`config.mk`:
```
export PLATFORM = sky130hd
export DESIGN_NAME = mem_block_arbiter
export DESIGN_NICKNAME = d
export VERILOG_FILES = /design/src/rtl/mem_block_arbiter_pkg.sv /design/src/rtl/mem_block_arbiter_rr.sv /design/src/rtl/mem_block_arbiter.sv
export SDC_FILE = /design/constraint.sdc
export NUM_CORES = 1
export LEC_CHECK = 0
export ABC_AREA = 1
export BUFFER_PORTS_ARGS = -buffer_cell sky130_fd_sc_hd__buf_2
export CORE_AREA = 8 8 507 509
export CTS_CLUSTER_SIZE = 14
export DETAILED_ROUTE_END_ITERATION = 7
export DIE_AREA = 0 0 515 517
export GPL_TIMING_DRIVEN = 0
export SETUP_SLACK_MARGIN = 0.02
export SLEW_MARGIN = 20
export SYNTH_ARGS = -nofsm -noshare
export SYNTH_HDL_FRONTEND = slang
export SYNTH_SLANG_ARGS = --single-unit
```
`constraint.sdc`:
```
create_clock -name clk -period 60.9 [get_ports clk]
set_input_delay 12.18 -clock clk [delete_from_list [all_inputs] [get_ports clk]]
set_output_delay 12.18 -clock clk [all_outputs]
set_load 0.02 [all_outputs]
```
`src/rtl/mem_block_arbiter_pkg.sv`:
```
// Shared definitions for the icache/dcache memory-port arbiter:
// FSM states, requester identifiers and default bus widths.
package mem_block_arbiter_pkg;

  localparam int unsigned DEF_ADDR_W = 9;
  localparam int unsigned DEF_LINE_W = 256;

  typedef enum logic [1:0] {
    ST_IDLE = 2'd0,
    ST_XFER = 2'd1,
    ST_RESP = 2'd2
  } arb_state_t;

  typedef enum logic {
    REQ_IC = 1'b0,
    REQ_DC = 1'b1
  } req_id_t;

endpackage

```
`src/rtl/mem_block_arbiter_rr.sv`:
```
// Two-way round-robin pick between icache and dcache.
// Also owns the last-grant history, which advances only on a grant strobe.
module rr_arb2
  import mem_block_arbiter_pkg::*;
(
  input  logic clk,
  input  logic reset,
  input  logic ic_req,
  input  logic dc_req,
  input  logic grant_en,
  output logic gnt_ic,
  output logic gnt_dc
);

  req_id_t last_grant;

  // On a tie the side that did not win last time gets the port.
  always_comb begin
    gnt_ic = ic_req && (!dc_req || (last_grant == REQ_DC));
    gnt_dc = dc_req && !gnt_ic;
  end

  always_ff @(posedge clk or posedge reset) begin
    if (reset) begin
      last_grant <= REQ_DC;
    end else if (grant_en && (gnt_ic || gnt_dc)) begin
      last_grant <= gnt_ic ? REQ_IC : REQ_DC;
    end
  end

endmodule

```
`src/rtl/mem_block_arbiter.sv`:
```
// Shares one line-wide memory port between the icache (reads) and the
// dcache (reads and write-backs); IDLE -> XFER -> RESP per transfer.
module mem_block_arbiter
  import mem_block_arbiter_pkg::*;
#(
  parameter int unsigned ADDR_W = DEF_ADDR_W,
  parameter int unsigned LINE_W = DEF_LINE_W
) (
  input  logic              clk,
  input  logic              reset,
  input  logic              ic_req,
  input  logic [ADDR_W-1:0] ic_addr,
  output logic              ic_ack,
  output logic [LINE_W-1:0] ic_rdata,
  output logic              ic_busy,
  input  logic              dc_req,
  input  logic              dc_we,
  input  logic [ADDR_W-1:0] dc_addr,
  input  logic [LINE_W-1:0] dc_wdata,
  output logic              dc_ack,
  output logic [LINE_W-1:0] dc_rdata,
  output logic              dc_busy,
  output logic              mem_req,
  output logic              mem_we,
  output logic [ADDR_W-1:0] mem_addr,
  output logic [LINE_W-1:0] mem_wdata,
  input  logic [LINE_W-1:0] mem_rdata,
  input  logic              mem_ready
);

  arb_state_t state, state_nxt;
  req_id_t    owner;
  logic       gnt_ic, gnt_dc;
  logic       grant, done;
  logic       in_idle;

  assign in_idle = (state == ST_IDLE);

  rr_arb2 u_rr (
    .clk      (clk),
    .reset    (reset),
    .ic_req   (ic_req),
    .dc_req   (dc_req),
    .grant_en (in_idle),
    .gnt_ic   (gnt_ic),
    .gnt_dc   (gnt_dc)
  );

  always_ff @(posedge clk or posedge reset) begin
    if (reset) state <= ST_IDLE;
    else       state <= state_nxt;
  end

  always_comb begin
    state_nxt = state;
    unique case (state)
      ST_IDLE: if (gnt_ic || gnt_dc) state_nxt = ST_XFER;
      ST_XFER: if (mem_ready)        state_nxt = ST_RESP;
      ST_RESP:                       state_nxt = ST_IDLE;
      default:                       state_nxt = ST_IDLE;
    endcase
  end

  // Transfer strobes that steer the registered datapath below.
  always_comb begin
    grant = in_idle && (gnt_ic || gnt_dc);
    done  = (state == ST_XFER) && mem_ready;
  end

  always_ff @(posedge clk or posedge reset) begin
    if (reset) begin
      owner     <= REQ_IC;
      mem_req   <= 1'b0;
      mem_we    <= 1'b0;
      mem_addr  <= '0;
      mem_wdata <= '0;
      ic_busy   <= 1'b0;
      dc_busy   <= 1'b0;
      ic_ack    <= 1'b0;
      dc_ack    <= 1'b0;
      ic_rdata  <= '0;
      dc_rdata  <= '0;
    end else begin
      ic_ack <= done && (owner == REQ_IC);
      dc_ack <= done && (owner == REQ_DC);

      if (grant) begin
        owner     <= gnt_ic ? REQ_IC : REQ_DC;
        mem_req   <= 1'b1;
        mem_we    <= gnt_dc && dc_we;
        mem_addr  <= gnt_ic ? ic_addr : dc_addr;
        mem_wdata <= gnt_ic ? '0 : dc_wdata;
        ic_busy   <= gnt_dc;
        dc_busy   <= gnt_ic;
      end else if (state == ST_RESP) begin
        ic_busy <= 1'b0;
        dc_busy <= 1'b0;
      end

      if (done) begin
        mem_req <= 1'b0;
        if (owner == REQ_IC)  ic_rdata <= mem_rdata;
        else if (!mem_we)     dc_rdata <= mem_rdata;
      end
    end
  end

endmodule

```
==> impl_metrics.ini <==
[worst_setup_path]
arrival_ns = 14.47
crit_path_start_kind = input pin
r2r_start = owner$_DFFE_PP0P_
crit_fanout = 12
cp-startpoint = mem_ready
required_ns = 61.59
end_kind = flip-flop
path_class = input pin to flip-flop

[cts]
clock_latency_ns = 0.75
cts_buffers = 96
cts_buffer_depth = 3
postCtsSetupBuffers = 0
clock-sinks = 787
cts_max_level = 3
cts.repair.resized = 0
clkTransAtPathRegs_ns = 0.07
ctsHoldBuffers = 0
root_buffer = clkbuf_16
cts_tree = built

[timing]
setup_tns_ns = 0
rsz0062_at_grt = no
final-hold-violation-count = 0
relSlewSlack = 0.1563
fin_crit_ns = 13.78
fin_skew_ns = 0.04081
tightest_slew_ns = 1.266
min_period_over_period = 0.2262
setup_viol = 0
clock.fmax_mhz = 72.59
finalMaxSlewViolations = 0

[route]
viasPerCell = 3.893
postRouteAntennaNets = 0
drt_iter0_markers = 3127
routed_wl_mm = 258.0
wl_per_cell_um = 30.87
drtPass1Iterations = 6
met2_length_mm = 107.7
vias = 32530
wl_met3_mm = 41.11
drt-met1-wl_mm = 98.69
drcViolationCount = 0
route.top_layer_used = met5

[cells_and_area]
fill_cells = 28330
fin_util = 0.1832
layout-drive-gt1-share = 0.3350
syn2layout_area_growth_pct = 46.84
layout.nets = 5410

[logic_synthesis]
synth_fa_ha_area_frac = 0
ys_top_cells_by_count = nand2_1 (1575), dfrtp_1 (786), o21ai_1 (400)
yosys-mux-area-fraction = 0
synth_edf_count = 0
synth_area_um2 = 31140
synth_top_family_by_area = simple AND/OR/NAND/NOR gates
yosysMostFrequentCell = nand2_1
ys_top_cells_by_area = dfrtp_1 (63%), nand2_1 (19%), o21ai_1 (6.4%), o21ai_0 (6.0%), buf_2 (1.9%)
ys_types = 17
synth-seq-cells = 787
synth_compound_area_frac = 0.1244
synthesis.instances = 3448
netlist.area_leader.share = 0.6316
yosysTopAreaCell = dfrtp_1
synthXorXnorAreaFrac = 0
synth_async_sr_flop_share = 1.000
synthFlopType = dfrtp_1
ys_seq_area_frac = 0.6324
syn_avg_cell_area_um2 = 9.032
ys_warn_count = 0
synth-simple-area-share = 0.1945
synth_nets = 3984

[global_route]
grt_pass1_vias = 31720
grt_overflow_total = 0
grt_usage = 0.1847
antenna_found_initial = 170
grt_start_max_net_pins = 100
grt_pass1_wl_mm = 326.1

[job]
maxCapViolCount = 0

[floorplan]
placementRows = 184
initial_core_util = 0.1248
die_y_um = 517
dieWidth_um = 515
io_pins = 1319
die_area_um2 = 266300
coreArea_um2 = 249600

[place]
gp_congestion = 0.9821
post-dp-hpwl_mm = 221.5
io_buffer_count = 1318

[power]
p_per_area_nw_per_um2 = 62.37
p_leak_uw = 0.02358
peakVddDrop_v = 0.00003466

[hold_path]
min_path_type = flip-flop to flip-flop
hold_start = ic_rdata[245]$_DFFE_PP0P_

[outcome]
status = finished, final reports clean
[sequential cells by signal (all words and copies together) (netlist names)]
signal and count:
ic_rdata 256, dc_rdata 256, u_rr.last_grant 1, mem_req 1, ic_ack 1, dc_busy 1
dc_ack 1, mem_we 1, owner 1, ic_busy 1, mem_addr 9, state 2
mem_wdata 256
[worst max-delay path, stage by stage]
cell	delay (ns)
buf_2	0.10
nand3_2	0.29
nor2_4	0.50
buf_2	0.56
buf_4	0.49
nand2_1	0.20
nand2_1	0.10
[metal layers]
metal  vias up  global-route usage
met5         -                   0
met4       120             0.05735
met3       490              0.1190
met2      2064              0.2743
met1     15820              0.2178
li1      14050                   -
[report_power, final]
group / total [uW] / switching (uW) / internal (uW)
clock: 627 / 262 / 365
combinational: 1340 / 1030 / 317
sequential: 881 / 129 / 751
total: 2850 / 1420 / 1430
[cell families after synthesis]
| family | count (synthesis) |
|---|---|
| buffers and inverters | 287 |
| flip-flops | 787 |
| AND/OR/NAND/NOR | 1601 |
| AO/OA/AOI/OAI | 773 |
[path summary, 6_finish.rpt]
path	endpoint	slack, ns	cells after the start
setup / recovery	ic_rdata[24]$_DFFE_PP0P_	47.12	7
min in group asynchronous	mem_wdata[81]$_DFFE_PP0P_	11.47	2
max in group asynchronous	ic_rdata[101]$_DFFE_PP0P_	47.48	5
setup reg to reg	dc_rdata[27]$_DFFE_PP0P_	57.91	6
hold / removal	ic_rdata[245]$_DFFE_PP0P_	0.47	2
hold reg to reg	ic_rdata[245]$_DFFE_PP0P_	0.47	2
[placed cells by master (no fill, tap or decap), drive strengths merged]
cell / n
nand2: 1576
buf: 1530
dfrtp: 786
o21ai: 771
clkbuf: 194
diode: 54
inv: 36
nand3: 21
clkinv: 21
bufinv: 10
nor2: 4
clkinvlp: 3
o211ai: 2
dfstp: 1
[stage by stage]
stage	total power (uW)	hold slack, ns	std cells	area, um2	setup slack [ns]
final	2852	0.4708	8357	45730	47.12
after floorplan	1506	0.4709	3448	31140	26.62
after global placement	2242	0.4571	8114	41930	15.38
after CTS	2891	0.4767	8303	45590	47.01
after global routing	3008	0.4932	8316	45620	47.05
after detailed placement	2252	0.4632	8124	42210	46.13
[final cells by class]
| class | count | area (um2) | area share |
|---|---|---|---|
| diodes | 54 | 135.1 | 0.002955 |
| plain buffers | 260 | 1414 | 0.03092 |
| clock buffers | 136 | 2794 | 0.06110 |
| clock inverters | 43 | 586.8 | 0.01283 |
| inverters | 27 | 108.9 | 0.002381 |
| multi-input cells | 2374 | 9932 | 0.2172 |
| flip-flops and latches | 787 | 19700 | 0.4307 |
| well taps | 3348 | 4189 | 0.09161 |
| repair buffers | 1328 | 6872 | 0.1503 |
Power figures use the tool's default switching activity.
